File: src/rtl/riscv_bus_pkg.sv
// riscv_bus_pkg: shared types and default widths for the memory bus arbiter.
// Imported by riscv_arb_watchdog and riscv_bus_arbiter.
package riscv_bus_pkg;

  localparam int ADDR_W_DEF  = 32;
  localparam int DATA_W_DEF  = 32;
  localparam int TIMEOUT_DEF = 64;

  typedef enum logic [1:0] {
    ARB_IDLE,
    ARB_IBUS,
    ARB_DBUS,
    ARB_RESP
  } arb_state_e;

  typedef enum logic {
    OWN_IBUS,
    OWN_DBUS
  } owner_e;

  function automatic arb_state_e bus_state(owner_e o);
    return (o == OWN_DBUS) ? ARB_DBUS : ARB_IBUS;
  endfunction

endpackage

File: src/rtl/riscv_arb_watchdog.sv
// riscv_arb_watchdog: counts unacknowledged bus cycles and flags expiry
// on the TIMEOUT_CYC-th consecutive cycle without ack.
module riscv_arb_watchdog
  import riscv_bus_pkg::*;
#(
  parameter int TIMEOUT_CYC = TIMEOUT_DEF
) (
  input  logic clk,
  input  logic rst_n,
  input  logic clr_i,
  input  logic en_i,
  output logic expire_o
);

  localparam int CW = $clog2(TIMEOUT_CYC);
  localparam logic [CW-1:0] LAST = CW'(TIMEOUT_CYC - 1);

  logic [CW-1:0] cnt_q;
  logic [CW-1:0] cnt_d;

  always_comb begin
    cnt_d = cnt_q;
    if (clr_i)
      cnt_d = '0;
    else if (en_i)
      cnt_d = cnt_q + CW'(1);
  end

  always_ff @(posedge clk) begin
    if (!rst_n)
      cnt_q <= '0;
    else
      cnt_q <= cnt_d;
  end

  assign expire_o = en_i & (cnt_q == LAST);

endmodule

File: src/rtl/riscv_bus_arbiter.sv
// riscv_bus_arbiter: shares one memory bus between fetch and data ports.
// Define RISCV_BUS_ARB_RR_EN for round-robin ties (default: data first).
module riscv_bus_arbiter
  import riscv_bus_pkg::*;
#(
  parameter int ADDR_W      = ADDR_W_DEF,
  parameter int DATA_W      = DATA_W_DEF,
  parameter int TIMEOUT_CYC = TIMEOUT_DEF
) (
  input  logic                clk,
  input  logic                rst_n,
  input  logic                i_ibus_req,
  input  logic [ADDR_W-1:0]   i_ibus_addr,
  output logic [DATA_W-1:0]   o_ibus_rdata,
  output logic                o_ibus_valid,
  output logic                o_ibus_err,
  input  logic                i_dbus_req,
  input  logic                i_dbus_we,
  input  logic [DATA_W/8-1:0] i_dbus_be,
  input  logic [ADDR_W-1:0]   i_dbus_addr,
  input  logic [DATA_W-1:0]   i_dbus_wdata,
  output logic [DATA_W-1:0]   o_dbus_rdata,
  output logic                o_dbus_valid,
  output logic                o_dbus_err,
  output logic                o_bus_req,
  output logic                o_bus_we,
  output logic [DATA_W/8-1:0] o_bus_be,
  output logic [ADDR_W-1:0]   o_bus_addr,
  output logic [DATA_W-1:0]   o_bus_wdata,
  input  logic                i_bus_ack,
  input  logic [DATA_W-1:0]   i_bus_rdata,
  output logic                o_stall_if,
  output logic                o_bus_stall_m
);

  localparam int BE_W = DATA_W / 8;

  arb_state_e        state_q;
  owner_e            own_q;
  owner_e            win;
  logic              any_req;
  logic              in_bus;
  logic              wd_en;
  logic              wd_exp;
  logic              bus_req_q;
  logic              bus_we_q;
  logic [BE_W-1:0]   bus_be_q;
  logic [ADDR_W-1:0] bus_addr_q;
  logic [DATA_W-1:0] bus_wdata_q;
  logic [DATA_W-1:0] irdata_q;
  logic [DATA_W-1:0] drdata_q;
  logic              ivalid_q;
  logic              dvalid_q;
  logic              ierr_q;
  logic              derr_q;

  assign any_req = i_ibus_req | i_dbus_req;
  assign in_bus  = (state_q == ARB_IBUS) | (state_q == ARB_DBUS);
  assign wd_en   = in_bus & ~i_bus_ack;

`ifdef RISCV_BUS_ARB_RR_EN
  owner_e last_q;

  always_comb begin
    win = i_dbus_req ? OWN_DBUS : OWN_IBUS;
    if (i_ibus_req && i_dbus_req)
      win = (last_q == OWN_DBUS) ? OWN_IBUS : OWN_DBUS;
  end

  always_ff @(posedge clk) begin
    if (!rst_n)
      last_q <= OWN_DBUS;
    else if (state_q == ARB_IDLE && any_req)
      last_q <= win;
  end
`else
  assign win = i_dbus_req ? OWN_DBUS : OWN_IBUS;
`endif

  riscv_arb_watchdog #(
    .TIMEOUT_CYC(TIMEOUT_CYC)
  ) u_wd (
    .clk     (clk),
    .rst_n   (rst_n),
    .clr_i   (state_q == ARB_IDLE),
    .en_i    (wd_en),
    .expire_o(wd_exp)
  );

  always_ff @(posedge clk) begin
    if (!rst_n) begin
      state_q     <= ARB_IDLE;
      own_q       <= OWN_DBUS;
      bus_req_q   <= 1'b0;
      bus_we_q    <= 1'b0;
      bus_be_q    <= '0;
      bus_addr_q  <= '0;
      bus_wdata_q <= '0;
      irdata_q    <= '0;
      drdata_q    <= '0;
      ivalid_q    <= 1'b0;
      dvalid_q    <= 1'b0;
      ierr_q      <= 1'b0;
      derr_q      <= 1'b0;
    end else begin
      ivalid_q <= 1'b0;
      dvalid_q <= 1'b0;
      ierr_q   <= 1'b0;
      derr_q   <= 1'b0;
      unique case (state_q)
        ARB_IDLE: begin
          if (any_req) begin
            bus_req_q <= 1'b1;
            own_q     <= win;
            state_q   <= bus_state(win);
            if (win == OWN_DBUS) begin
              bus_we_q    <= i_dbus_we;
              bus_be_q    <= i_dbus_be;
              bus_addr_q  <= i_dbus_addr;
              bus_wdata_q <= i_dbus_wdata;
            end else begin
              bus_we_q    <= 1'b0;
              bus_be_q    <= '1;
              bus_addr_q  <= i_ibus_addr;
              bus_wdata_q <= '0;
            end
          end
        end
        ARB_IBUS, ARB_DBUS: begin
          // ack beats expiry: wd_exp is only raised in no-ack cycles
          if (i_bus_ack || wd_exp) begin
            bus_req_q <= 1'b0;
            state_q   <= ARB_RESP;
            if (own_q == OWN_IBUS) begin
              ivalid_q <= 1'b1;
              ierr_q   <= ~i_bus_ack;
              irdata_q <= i_bus_ack ? i_bus_rdata : '0;
            end else begin
              dvalid_q <= 1'b1;
              derr_q   <= ~i_bus_ack;
              if (!i_bus_ack)
                drdata_q <= '0;
              else if (!bus_we_q)
                drdata_q <= i_bus_rdata;
            end
          end
        end
        ARB_RESP: state_q <= ARB_IDLE;
        default:  state_q <= ARB_IDLE;
      endcase
    end
  end

  assign o_bus_req     = bus_req_q;
  assign o_bus_we      = bus_we_q;
  assign o_bus_be      = bus_be_q;
  assign o_bus_addr    = bus_addr_q;
  assign o_bus_wdata   = bus_wdata_q;
  assign o_ibus_rdata  = irdata_q;
  assign o_ibus_valid  = ivalid_q;
  assign o_ibus_err    = ierr_q;
  assign o_dbus_rdata  = drdata_q;
  assign o_dbus_valid  = dvalid_q;
  assign o_dbus_err    = derr_q;
  assign o_stall_if    = i_ibus_req & ~ivalid_q;
  assign o_bus_stall_m = i_dbus_req & ~dvalid_q;

endmodule

File: config.mk
export PLATFORM = sky130hd
export DESIGN_NAME = riscv_bus_arbiter
export DESIGN_NICKNAME = d
export VERILOG_FILES = /design/src/rtl/riscv_bus_pkg.sv /design/src/rtl/riscv_arb_watchdog.sv /design/src/rtl/riscv_bus_arbiter.sv
export SDC_FILE = /design/constraint.sdc
export NUM_CORES = 1
export LEC_CHECK = 0
export ABC_AREA = 1
export BUFFER_PORTS_ARGS = -buffer_cell sky130_fd_sc_hd__clkbuf_2
export CAP_MARGIN = 20
export CORE_ASPECT_RATIO = 1.75
export CORE_MARGIN = 1.5
export CORE_UTILIZATION = 47
export CTS_BUF_LIST = sky130_fd_sc_hd__clkbuf_16
export CTS_CLUSTER_SIZE = 8
export DETAILED_ROUTE_END_ITERATION = 12
export GPL_TIMING_DRIVEN = 0
export HOLD_SLACK_MARGIN = 0.1
export PLACE_DENSITY = 0.81
export SLEW_MARGIN = 30
export SYNTH_ARGS = -nofsm -noshare
export SYNTH_HDL_FRONTEND = slang
export SYNTH_HIERARCHICAL = 1
export SYNTH_SLANG_ARGS = --single-unit
File: constraint.sdc
create_clock -name clk -period 2.47 [get_ports clk]
set_input_delay 0.494 -clock clk [delete_from_list [all_inputs] [get_ports clk]]
set_output_delay 0.494 -clock clk [all_outputs]
set_load 0.01 [all_outputs]
# Yosys cells after proc, flatten, opt, wreduce, memory -nomap -nowiden

Cells that the tools add are included.
W data, S select, Z words.

Add/subtract/negate cells: 1
Equality and inequality tests: 7
Muxes and demuxes: 17
Bitwise gates (word level): 13
Reduce and logical (&&, ||, !) cells: 13

Operator list:

| kind                  | count |
|---|---|
| $mux W32              | 5 |
| $reduce_and A3 Y1     | 3 |
| $reduce_and A4 Y1     | 2 |
| $not A1 Y1            | 7 |
| $add A6 B1 Y6 const B | 1 |
| $eq A6 B6 Y1 const B  | 1 |
| $mux W1               | 6 |
| $mux W2               | 3 |
| $ne A2 B2 Y1 const B  | 3 |
| $pmux W2 S3           | 1 |
| $and A1 B1 Y1         | 4 |
| $eq A2 B2 Y1 const B  | 2 |
| $mux W4               | 1 |
| $reduce_and A2 Y1     | 2 |
| $reduce_or A2 Y1      | 2 |
| $reduce_or A4 Y1      | 1 |
| $eq A2 B1 Y1 const B  | 1 |
| $logic_not A2 Y1      | 1 |
| $or A1 B1 Y1          | 2 |
| $pmux W1 S2           | 1 |
| $reduce_bool A2 Y1    | 1 |
| $logic_or A1 B1 Y1    | 1 |

Register bits: 147
Output and inout port bits: 140
Word-level logic and storage cells: 65

# Logic depth before layout (Yosys ltp)

Gate-level depths: netlist of the first run.

Word-level depth: 7
Gate-level depth with buffers: 15

# Modules after synthesis

The synthesis of the first run kept the hierarchy.

Modules (own cells, without submodules):

| module             | instances | cells each | area an instance (um^2) |
|---|---|---|---|
| riscv_bus_arbiter  | 1         | 828        | 5791.8 |
| riscv_arb_watchdog | 1         | 38         | 279.0 |

# Worst setup path after synthesis of the first run

OpenSTA, ideal clock, no wires.

Kind: in2reg
From: input i_bus_ack
To: register irdata_q[10] (netlist: o_ibus_rdata[10])
Data arrival time: 2.169 ns
Required time: 2.338 ns
Setup slack: 0.169 ns
Stages on the path: 14
Buffers on the path: 4
Path through: buf_4 -> clkbuf_1 -> nor2_1 -> nand3_2 -> nor2_2 -> nand2_1 -> nor2_1 -> inv_1 -> nand2_1 -> nand3_1 -> buf_4 -> buf_2 -> nand2_1 -> a21oi_1

Longest elaborated chain between the ends: 5

Ends and longest elaborated chain:

| item                        | RTL line                 | RTL |
|---|---|---|
| start: declaration          | riscv_bus_arbiter.sv:30  | `input logic i_bus_ack,` |
| $not A1 Y1                  | riscv_bus_arbiter.sv:59  | `assign wd_en = in_bus & ~i_bus_ack;` |
| $and A1 B1 Y1               | riscv_bus_arbiter.sv:59  |  |
| net wd_en                   | riscv_bus_arbiter.sv:43  | `logic wd_en;` |
| $and A1 B1 Y1               | riscv_arb_watchdog.sv:36 | `assign expire_o = en_i & (cnt_q == LAST);` |
| net wd_exp                  | riscv_bus_arbiter.sv:44  | `logic wd_exp;` |
| $logic_or A1 B1 Y1          | riscv_bus_arbiter.sv:131 | `if (i_bus_ack \|\| wd_exp) begin` |
| $reduce_and A3 Y1 (no line) | -                        |  |
| end signal: assignment      | riscv_bus_arbiter.sv:137 | `irdata_q <= i_bus_ack ? i_bus_rdata : '0;` |
| end: declaration            | riscv_bus_arbiter.sv:50  | `logic [DATA_W-1:0] irdata_q;` |

The timed path passes the listed nets, and every way through them passes these cells.
A chain may end at the register's enable or synchronous reset.

# Worst setup path after layout of the first run

From: register state_q[0]
To: register drdata_q[15] (netlist: o_dbus_rdata[15])

Longest elaborated chain between the ends: 6

Ends and longest elaborated chain:

| item                                         | RTL line                 | RTL |
|---|---|---|
| start: declaration                           | riscv_bus_arbiter.sv:38  | `arb_state_e state_q;` |
| start signal: assignment                     | riscv_bus_arbiter.sv:115 | `state_q <= bus_state(win);` |
| $eq A2 B1 Y1 or $eq A2 B2 Y1 (tied branches) | riscv_bus_arbiter.sv:58  | `assign in_bus = (state_q == ARB_IBUS) \| (state_q == ARB_DBUS);` |
| $or A1 B1 Y1 *                               | riscv_bus_arbiter.sv:58  |  |
| $and A1 B1 Y1 *                              | riscv_bus_arbiter.sv:59  |  |
| net wd_en                                    | riscv_bus_arbiter.sv:43  |  |
| $and A1 B1 Y1 *                              | riscv_arb_watchdog.sv:36 |  |
| net wd_exp                                   | riscv_bus_arbiter.sv:44  |  |
| $logic_or A1 B1 Y1 *                         | riscv_bus_arbiter.sv:131 |  |
| $reduce_and A4 Y1 (no line) *                | -                        |  |
| end signal: assignment                       | riscv_bus_arbiter.sv:144 | `drdata_q <= i_bus_rdata;` |
| end: declaration                             | riscv_bus_arbiter.sv:51  | `logic [DATA_W-1:0] drdata_q;` |

The timed path passes the listed nets; every way through them passes the cells marked *.

==> impl_metrics.py, run 1 <==
metrics = {
    "run_status": {
        "status": "finished, final reports clean",
    },
    "synthesis": {
        "synth_area_per_cell_um2": 7.01,
        "yosysSeqAreaShare_pct": 48.5,
        "synth_area_um2": 6070,
        "ys_types": 25,
        "synth_xor_area_share_pct": 0,
        "syn_inst": 866,
        "synth_top_area_share_pct": 48.5,
        "synth_adder_area_share_pct": 0.618,
        "synth_top_family_by_area": "simple AND/OR/NAND/NOR gates",
        "synth-compound-area-share_pct": 9.23,
        "synth_warnings": 6,
        "synth_nets": 1007,
        "synthMuxAreaShare_pct": 0,
        "synth.area.top_cells": "dfxtp_1, nand2_1, a21oi_1",
        "ys_ff_latch": 147,
        "synth_top_cell_by_area": "dfxtp_1",
        "synth-simple-area-share_pct": 34.5,
    },
    "clock_network": {
        "cts_hold_buf": 0,
        "clk_pin_slew_ns": 0.06,
        "cts-root-buf": "clkbuf_16",
        "clk_path_buf_depth": 2,
        "h-tree-depth": 4,
        "numClockSinks": 147,
        "numCtsBuffers": 17,
        "clock_latency_ns": 0.42,
        "cts_tree": "built",
    },
    "place": {
        "placed_area_um2": 7660,
        "portBuffers": 276,
        "gp_congestion": 0.888,
        "hpwl_um": 14900,
        "place_ws_ns": -0.497,
    },
    "route": {
        "vias": 6633,
        "wire_per_inst_um": 14.2,
        "drc": 0,
        "detail_route.iter0.violations": 260,
        "wl_um": 19100,
        "vias_per_cell": 4.94,
        "ant_nets": 0,
        "first_pass_iters": 7,
    },
    "timing": {
        "setup_viol": 0,
        "finalCritPeriodShare_pct": 94.7,
        "slew_viol_final": 0,
        "clock.fmax_mhz": 428,
        "setup_ws_ns": 0.132,
        "fin_crit_ns": 2.34,
        "whs_ns": 0.297,
        "fin_skew_ns": 0.00581,
        "final_hold_viol_count": 0,
        "worst_pin_slew_ns": 0.617,
        "rsz0062_at_grt": "yes",
        "slew_headroom_pct": 58.9,
    },
    "critical_path": {
        "worstReg2RegEnd": "o_dbus_rdata[15]$_SDFFE_PN0P_",
        "worstPathArrival_ns": 2.69,
        "crit_path_start_kind": "flop",
        "reg2reg_slack_ns": 0.13,
        "reg2reg_depth": 15,
        "r2r_start": "state_q[0]$_SDFFE_PN0P_",
        "critPathKind": "flop to flop",
        "cp-end-kind": "flop",
        "required_ns": 2.83,
        "crit_fanout": 10,
    },
    "die": {
        "start_util_pct": 48.3,
        "die_y_um": 153,
        "fp.dieW_um": 88.9,
        "fp.coreArea_um2": 12600,
        "rows": 54,
        "die_area_um2": 13600,
        "ios": 278,
    },
    "min_path": {
        "hp-class": "input port to flop",
        "worst_hold_path.endpoint": "o_bus_wdata[29]$_SDFFE_PN0P_",
        "hold_path_depth": 3,
        "holdCritStartpoint": "i_dbus_wdata[29]",
    },
    "pwr": {
        "cellLeakagePower_nw": 4.16,
        "ir_worst_vdd_uv": 540,
        "power_density_nw_per_um2": 1120,
    },
    "final_layout": {
        "area_delta_synth_final_pct": 37.8,
        "utilization_pct": 66.6,
        "drive_above_1_share_pct": 31.2,
        "regArea_um2": 2940,
        "final_nets": 1304,
        "diodes": 0,
        "fillerInstances": 1188,
        "multiInputGateArea_um2": 2730,
        "design_area_um2": 8370,
    },
    "global_route": {
        "globalRouteOverflowTotal": 0,
        "grt_pass1_vias": 6141,
        "antenna_found_initial": 0,
        "grt_first_pass_wirelength_um": 29900,
        "grt_use_total_pct": 28.5,
        "grt_max_degree": 17,
    },
    "flow_run": {
        "cap_violations": 0,
    },
}
## cells in the final DEF (no fill, tap or decap)
cell type / instances
nand2_2: 1
bufinv_16: 5
nor3_1: 3
nand4_1: 28
nand2_1: 348
nor2_1: 96
nor2_2: 2
ha_1: 2
a21oi_2: 1
clkbuf_16: 17
o21ai_0: 8
o211ai_1: 1
clkinvlp_4: 1
buf_4: 12
buf_2: 25
ha_4: 1
inv_6: 2
clkbuf_1: 13
inv_2: 3
clkinv_2: 2
buf_1: 5
o21ai_2: 1
o21ai_1: 1
nand3_1: 33
nor2_4: 5
inv_1: 24
a21oi_1: 98
nand3_2: 2
buf_6: 5
clkbuf_4: 4
clkbuf_2: 276
clkinv_1: 2
clkinv_4: 2
dfxtp_1: 147
## registers in the layout, summed over array words and instances, names as in the netlist
signal / flops
o_dbus_rdata: 32
u_wd/cnt_q: 6
o_bus_be: 4
o_bus_req: 1
o_bus_addr: 32
o_bus_wdata: 32
state_q: 2
o_dbus_err: 1
o_bus_we: 1
o_ibus_rdata: 32
own_q: 1
o_ibus_valid: 1
o_ibus_err: 1
o_dbus_valid: 1
## power breakdown
part / internal, mW / total [mW] / switching [mW]
Clock: 1.79 / 2.79 / 1.01
Combinational: 1.27 / 3.41 / 2.14
Sequential: 2.87 / 3.14 / 0.263
Total: 5.93 / 9.33 / 3.40
## critical path: stages, from the launching register on
cell and delay [ns]:
dfxtp_1 0.32, inv_1 0.08, ha_4 0.31, inv_1 0.10
nor2_4 0.19, nand3_2 0.13, nor2_4 0.12, nand2_1 0.08
nor2_2 0.12, inv_1 0.06, nand2_1 0.10, nand2_1 0.11
nor2_4 0.19, buf_4 0.20, nor2_1 0.06, nor2_1 0.11
## layout make-up
class | count | area share (%)
buffer | 62 | 4.23
clock buffer | 17 | 5.08
clock inverter | 15 | 2.56
inverter | 26 | 1.17
multi-input combinational | 631 | 32.6
sequential | 147 | 35.2
tap | 168 | 2.51
timing repair buffer | 278 | 16.7
## Yosys cell counts (all sizes together)
cell,instances
a21oi,99
buf,48
clkbuf,14
clkinv,1
dfxtp,147
ha,3
inv,25
nand2,349
nand3,35
nand4,28
nor2,103
nor3,3
o211ai,1
o21ai,10
## layer usage
layer	part of all wire, %	wire length (um)	track usage, %
met1	35	6760	29.4
met2	55	10500	52.4
met3	6.0	1150	6.21
met4	3.9	739	13.5
met5	0	0	0
## what timing repair did
action                     CTS  global route
hold endpoints to repair     0             0
resized for setup            3            11
pin swaps                    0             1
buffers inserted             0             2
setup endpoints to repair   62            67
cloned                       0             0
## logic make-up (layout without fill, tap and decap cells)
logic type               count (synthesis)  after routing
AND/OR/NAND/NOR                        518            518
flip-flops                             147            147
buffers and inverters                   88            398
AO/OA/AOI/OAI                          110            110
adder cells (fa/ha/maj)                  3              3
## per-stage QoR
stage | std cells | setup TNS [ns] | power [mW]
after floorplan | 866 | 0 | 5.28
after global placement | 1310 | -20.81 | 6.41
after detailed placement | 1310 | -25.65 | 6.46
after CTS | 1342 | 0 | 9.27
after global routing | 1344 | -0.247 | 9.91
final | 1344 | 0 | 9.33
## worst max path at each step
stage / from / to / slack [ns] / cells past startpoint
floorplan: i_bus_ack / o_ibus_rdata[10]$_SDFFE_PN0P_ / 0.17 / 14
global placement: i_bus_ack / o_dbus_rdata[28]$_SDFFE_PN0P_ / -0.41 / 14
detailed placement: i_bus_ack / o_dbus_rdata[28]$_SDFFE_PN0P_ / -0.50 / 14
CTS: state_q[0]$_SDFFE_PN0P_ / o_ibus_rdata[16]$_SDFFE_PN0P_ / 0.001 / 15
global route: state_q[0]$_SDFFE_PN0P_ / o_dbus_rdata[15]$_SDFFE_PN0P_ / -0.03 / 15
finish: state_q[0]$_SDFFE_PN0P_ / o_dbus_rdata[15]$_SDFFE_PN0P_ / 0.13 / 15
(Power assumes the default switching activity.)
==> run 2, diff against run 1 <==
REMOVE_ABC_BUFFERS = 1   (was unset)
==> run 2 against run 1 <==
Sequential share of layout area is 0.46 points higher. Register-to-register slack gained 0.04 ns. Highest routed layer unchanged. Maximum frequency grew 1.8%. Worst hold slack improved by 0.011 ns. Critical path depth shrank 1. First-iteration DRC count down 21%. Cell area is 1.3% lower. Clock skew up 0.0050 ns. Power hardly changed. Routed wire length decreased by 4.3%.
==> impl_metrics.py, run 2 (synthesized netlist as in run 1, its figures left out) <==
metrics = {
    "timing": {
        "slew_viol_final": 0,
        "setup_ws_ns": 0.174,
        "fin_crit_ns": 2.30,
        "final_hold_viol_count": 0,
        "setup_viol": 0,
        "worst_pin_slew_ns": 0.895,
        "slew_headroom_pct": 40.3,
        "rsz0062_at_grt": "no",
        "clock.fmax_mhz": 435,
        "fin_skew_ns": 0.0108,
        "setup-tns-final_ns": 0,
        "finalCritPeriodShare_pct": 93.0,
    },
    "global_route": {
        "grt_use_total_pct": 27.4,
        "antenna_found_initial": 0,
        "grt_pass1_vias": 6159,
        "grt_first_pass_wirelength_um": 29200,
        "grt_max_degree": 67,
        "globalRouteOverflowTotal": 0,
    },
    "critical_path": {
        "critical_path.top_delay_family": "simple AND/OR/NAND/NOR gates",
        "critPathKind": "flop to flop",
        "reg2reg_depth": 14,
        "crit_path_start_kind": "flop",
        "path_cells": "inv_1, ha_4, clkinvlp_4, nor2_4, nand3_2, nor2_2, nand2_1, nor2_2, nor2_2, nor2_4, buf_12, nand3_1, nand2_1, nor2_1",
        "cp_common_cell": "nor2_2",
        "cp-end-kind": "flop",
        "critical_path.max_stage_delay_ns": 0.31,
        "required_ns": 2.77,
        "critPathBufInv": 3,
        "r2r_start": "state_q[0]$_SDFFE_PN0P_",
        "worstReg2RegEnd": "o_dbus_rdata[27]$_SDFFE_PN0P_",
        "crit_fanout": 17,
        "reg2reg_slack_ns": 0.17,
        "cpMaxStageDelayCell": "dfxtp_1",
        "worstPathArrival_ns": 2.60,
    },
    "min_path": {
        "holdCritStartpoint": "i_dbus_wdata[23]",
        "hold_path_depth": 3,
        "worst_hold_path.endpoint": "o_bus_wdata[23]$_SDFFE_PN0P_",
        "hp-class": "input port to flop",
    },
    "place": {
        "placed_area_um2": 7490,
        "place_ws_ns": -1.08,
        "portBuffers": 277,
        "hpwl_um": 12100,
        "gp_congestion": 0.833,
    },
    "pwr": {
        "power_density_nw_per_um2": 1130,
        "power_frac_comb_pct": 39.4,
        "ir_worst_vdd_uv": 585,
        "cellLeakagePower_nw": 4.02,
        "p_seq_share_pct": 33.4,
        "power_frac_clock_pct": 27.2,
        "p_sw_mw": 3.59,
        "swShare_pct": 38.5,
        "p_int_mw": 5.74,
    },
    "final_layout": {
        "utilization_pct": 65.7,
        "fillerInstances": 1184,
        "area_delta_synth_final_pct": 36.1,
        "drive_above_1_share_pct": 30.8,
        "layout_commonest_cell": "nand2_1",
        "final_nets": 1259,
        "layout_common_cells": "nand2_1, clkbuf_2, dfxtp_1, a21oi_1, nor2_1",
        "design_area_um2": 8260,
        "diodes": 0,
    },
    "run_status": {
        "status": "finished, final reports clean",
    },
    "clock_network": {
        "h-tree-depth": 4,
        "cts_hold_buf": 0,
        "cts_tree": "built",
        "clk_pin_slew_ns": 0.06,
        "cts-root-buf": "clkbuf_16",
        "clk_path_buf_depth": 2,
        "numCtsBuffers": 17,
        "clock_latency_ns": 0.41,
        "numClockSinks": 147,
    },
    "route": {
        "wl_um": 18300,
        "wire_per_inst_um": 14.1,
        "vias_per_cell": 5.01,
        "drc": 0,
        "ant_nets": 0,
        "detail_route.iter0.violations": 205,
        "first_pass_iters": 5,
        "vias": 6507,
    },
    "flow_run": {
        "cap_violations": 0,
    },
    "die": {
        "start_util_pct": 48.3,
        "die_area_um2": 13600,
        "rows": 54,
        "die_y_um": 153,
        "fp.dieW_um": 88.9,
        "fp.coreArea_um2": 12600,
        "ios": 278,
    },
}
[run 2: repair_timing]
action / CTS / global route
setup endpoints to repair: 72 / 59
resized for setup: 8 / 7
cloned: 2 / 0
buffers inserted: 9 / 2
pin swaps: 6 / 0
[run 2: final cells by class]
cell class | count | area, um2 | share of cell area (%)
sequential | 147 | 2940 | 35.6
multi-input combinational | 633 | 2780 | 33.7
timing repair buffer | 293 | 1640 | 19.8
clock buffer | 17 | 425 | 5.15
tap | 168 | 210 | 2.54
clock inverter | 15 | 156 | 1.89
inverter | 26 | 109 | 1.32
[run 2: worst max path at each step]
stage,from,end,cells after the start
2_1_floorplan,state_q[0]$_SDFFE_PN0P_,o_ibus_rdata[0]$_SDFFE_PN0P_,13
5_1_grt,state_q[0]$_SDFFE_PN0P_,o_dbus_rdata[1]$_SDFFE_PN0P_,15
3_3_place_gp,state_q[0]$_SDFFE_PN0P_,o_ibus_rdata[11]$_SDFFE_PN0P_,13
4_1_cts,state_q[0]$_SDFFE_PN0P_,o_ibus_rdata[31]$_SDFFE_PN0P_,15
6_report,state_q[0]$_SDFFE_PN0P_,o_dbus_rdata[27]$_SDFFE_PN0P_,14
3_5_place_dp,state_q[0]$_SDFFE_PN0P_,o_dbus_rdata[27]$_SDFFE_PN0P_,13
[run 2: metrics by stage]
step | instances | hold slack (ns) | power, mW
global route | 1299 | 0.291 | 9.90
detailed placement | 1254 | 0.452 | 6.40
floorplan | 804 | 0.473 | 4.96
global placement | 1249 | 0.448 | 6.09
finish | 1299 | 0.308 | 9.32
CTS | 1297 | 0.292 | 9.32
[run 2: worst min-delay path, cell delays in order]
cell and delay (ns):
clkbuf_2 0.08, nand2_1 0.05, a21oi_1 0.05
[run 2: layer usage]
metal  GRT usage, %  routed length (um)  up-vias
li1               -                   -     3257
met1           27.9                6580     2878
met2           47.3                9510      306
met3           6.91                1280       66
met4           18.6                 936        0
met5              0                   0        -
[run 2: power groups by stage]
stage	clock network [mW]	registers (mW)	logic, mW
final	2.54	3.11	3.67
after floorplan	0	3.37	1.59
after CTS	2.59	3.11	3.62
after global routing	2.69	3.18	4.04
after global placement	0	3.14	2.95
after detailed placement	0	3.16	3.24
==> run 3, diff against run 2 <==
==> constraint.sdc (replaced) <==
create_clock -name clk -period 2.47 [get_ports clk]
set_input_delay 0.247 -clock clk [delete_from_list [all_inputs] [get_ports clk]]
set_output_delay 0.247 -clock clk [all_outputs]
set_load 0.01 [all_outputs]
==> run 3 against run 2 <==
Combinational power grew 3%. Sequential share of layout area shrank 1.8 points. Via count grew 4.5%. Utilization grew 3.5 points. Non-clock buffer count grew 45. Die area is the same. Critical path depth grew 1. Final cell count grew 3.5%. Maximum frequency shrank 2.3%. Cell area grew 5.4%.
==> impl_metrics.py, run 3 (synthesized netlist as in run 1, its figures left out) <==
metrics = {
    "timing": {
        "clock.fmax_mhz": 425,
        "fin_skew_ns": 0.0134,
        "finalCritPeriodShare_pct": 95.2,
        "fin_crit_ns": 2.35,
        "setup_viol": 0,
        "slew_headroom_pct": 40.5,
        "final_hold_viol_count": 0,
        "slew_viol_final": 0,
        "setup_ws_ns": 0.119,
        "worst_pin_slew_ns": 0.893,
    },
    "global_route": {
        "grt_use_total_pct": 29.3,
        "grt_pass1_vias": 6618,
        "globalRouteOverflowTotal": 0,
        "grt_first_pass_wirelength_um": 31200,
        "antenna_found_initial": 0,
        "grt_max_degree": 67,
    },
    "critical_path": {
        "crit_path_start_kind": "flop",
        "critical_path.max_stage_delay_ns": 0.31,
        "critPathBufInv": 4,
        "cp-end-kind": "flop",
        "crit_fanout": 16,
        "critPathKind": "flop to flop",
        "critical_path.top_delay_family": "simple AND/OR/NAND/NOR gates",
        "required_ns": 2.81,
        "path_cells": "inv_1, ha_4, clkinvlp_4, nor2_4, nand3_2, nor2_2, nand2_1, nor2_2, inv_1, nand2_1, nand2_2, nor2_4, buf_12, nor2_1, nor2_1",
        "worstPathArrival_ns": 2.69,
        "cpMaxStageDelayCell": "dfxtp_1",
    },
    "clock_network": {
        "cts-root-buf": "clkbuf_16",
        "clk_pin_slew_ns": 0.06,
        "h-tree-depth": 4,
        "numCtsBuffers": 17,
        "clock_latency_ns": 0.41,
        "numClockSinks": 147,
        "cts_tree": "built",
        "clk_path_buf_depth": 2,
    },
    "die": {
        "start_util_pct": 48.3,
        "fp.dieW_um": 88.9,
        "die_area_um2": 13600,
        "fp.coreArea_um2": 12600,
        "die_y_um": 153,
        "rows": 54,
        "ios": 278,
    },
    "place": {
        "placed_area_um2": 7490,
        "portBuffers": 277,
        "gp_congestion": 0.833,
        "place_ws_ns": -1.08,
        "hpwl_um": 12100,
    },
    "pwr": {
        "power_frac_clock_pct": 26.9,
        "swShare_pct": 38.7,
        "p_sw_mw": 3.65,
        "p_int_mw": 5.79,
        "p_seq_share_pct": 33.0,
        "cellLeakagePower_nw": 4.21,
        "power_frac_comb_pct": 40.0,
        "power_density_nw_per_um2": 1080,
        "ir_worst_vdd_uv": 586,
    },
    "route": {
        "ant_nets": 0,
        "vias": 6802,
        "met2_length_um": 10200,
        "wire_per_inst_um": 14.6,
        "dr.max_layer_used": "met4",
        "wl_met3_um": 1320,
        "drc": 0,
        "met1Wirelength_um": 7070,
        "detail_route.iter0.violations": 297,
        "vias_per_cell": 5.06,
        "first_pass_iters": 7,
        "wl_um": 19700,
    },
    "final_layout": {
        "design_area_um2": 8710,
        "layout_common_cells": "nand2_1, clkbuf_2, dfxtp_1, a21oi_1, nor2_1",
        "final_nets": 1304,
        "layout_commonest_cell": "nand2_1",
        "area_delta_synth_final_pct": 43.4,
        "diodes": 0,
        "drive_above_1_share_pct": 29.5,
    },
    "flow_run": {
        "cap_violations": 0,
    },
    "min_path": {
        "hp-class": "input port to flop",
    },
    "run_status": {
        "status": "finished, final reports clean",
    },
}
-- run 3: changes by cell type in the layout (fill, tap and decap cells not counted), sizes merged --
cell | previous run | this run
dlygate4sd3 | 0 | 45
-- run 3: what timing repair did --
item / CTS / global route
gates resized for setup: 7 / 5
hold buffers: 45 / 0
hold endpoints to repair: 45 / 0
gates cloned: 2 / 0
pin swaps: 6 / 0
endpoints found under the setup margin: 72 / 58
setup buffers: 9 / 2
-- run 3: worst paths after layout --
kind	to	slack, ns	startpoint	cells past startpoint
setup / recovery	o_dbus_rdata[3]$_SDFFE_PN0P_	0.12	state_q[0]$_SDFFE_PN0P_	15
hold / removal	o_ibus_rdata[18]$_SDFFE_PN0P_	0.12	i_bus_rdata[18]	3
setup reg to reg	o_dbus_rdata[3]$_SDFFE_PN0P_	0.12	state_q[0]$_SDFFE_PN0P_	15
hold reg to reg	o_bus_wdata[26]$_SDFFE_PN0P_	0.46	o_bus_wdata[26]$_SDFFE_PN0P_	2
-- run 3: worst register-to-register path, cell delays in order (launching register included) --
cell        delay [ns]
dfxtp_1           0.31
inv_1             0.09
ha_4              0.30
clkinvlp_4        0.11
nor2_4            0.16
nand3_2           0.10
nor2_2            0.12
nand2_1           0.09
nor2_2            0.17
inv_1             0.06
nand2_1           0.15
nand2_2           0.15
nor2_4            0.15
buf_12            0.16
nor2_1            0.05
nor2_1            0.11
-- run 3: final cells by class --
type	instances	area, um2
multi-input combinational	633	2780
clock buffer	17	425
sequential	147	2940
clock inverter	15	156
fill	1087	3860
timing repair buffer	338	2090
tap	168	210
inverter	26	105
-- run 3: per-stage QoR --
stage                     util [%]  setup TNS [ns]  power, mW  hold WS, ns  instances
after CTS                     69.0               0       9.37        0.100       1342
after floorplan                  -          -40.66       4.96        0.326        804
final                         69.3               0       9.44        0.119       1344
after detailed placement      59.6          -63.81       6.40        0.452       1254
after global placement        58.3         -167.36       6.09        0.448       1249
after global routing          69.3         -0.0166       9.98        0.103       1344
-- run 3: per-layer routing --
metal / vias to the layer above / global-route usage [%]
met5: - / 0
met4: 0 / 20.2
met3: 76 / 6.91
met2: 325 / 51.4
met1: 3053 / 29.4
li1: 3348 / -
-- run 3: power by group through the flow --
stage	registers, mW	logic [mW]	clock network, mW
after floorplan	3.37	1.59	0
after global placement	3.14	2.95	0
after detailed placement	3.16	3.24	0
after CTS	3.11	3.67	2.59
after global routing	3.18	4.12	2.68
final	3.12	3.78	2.54
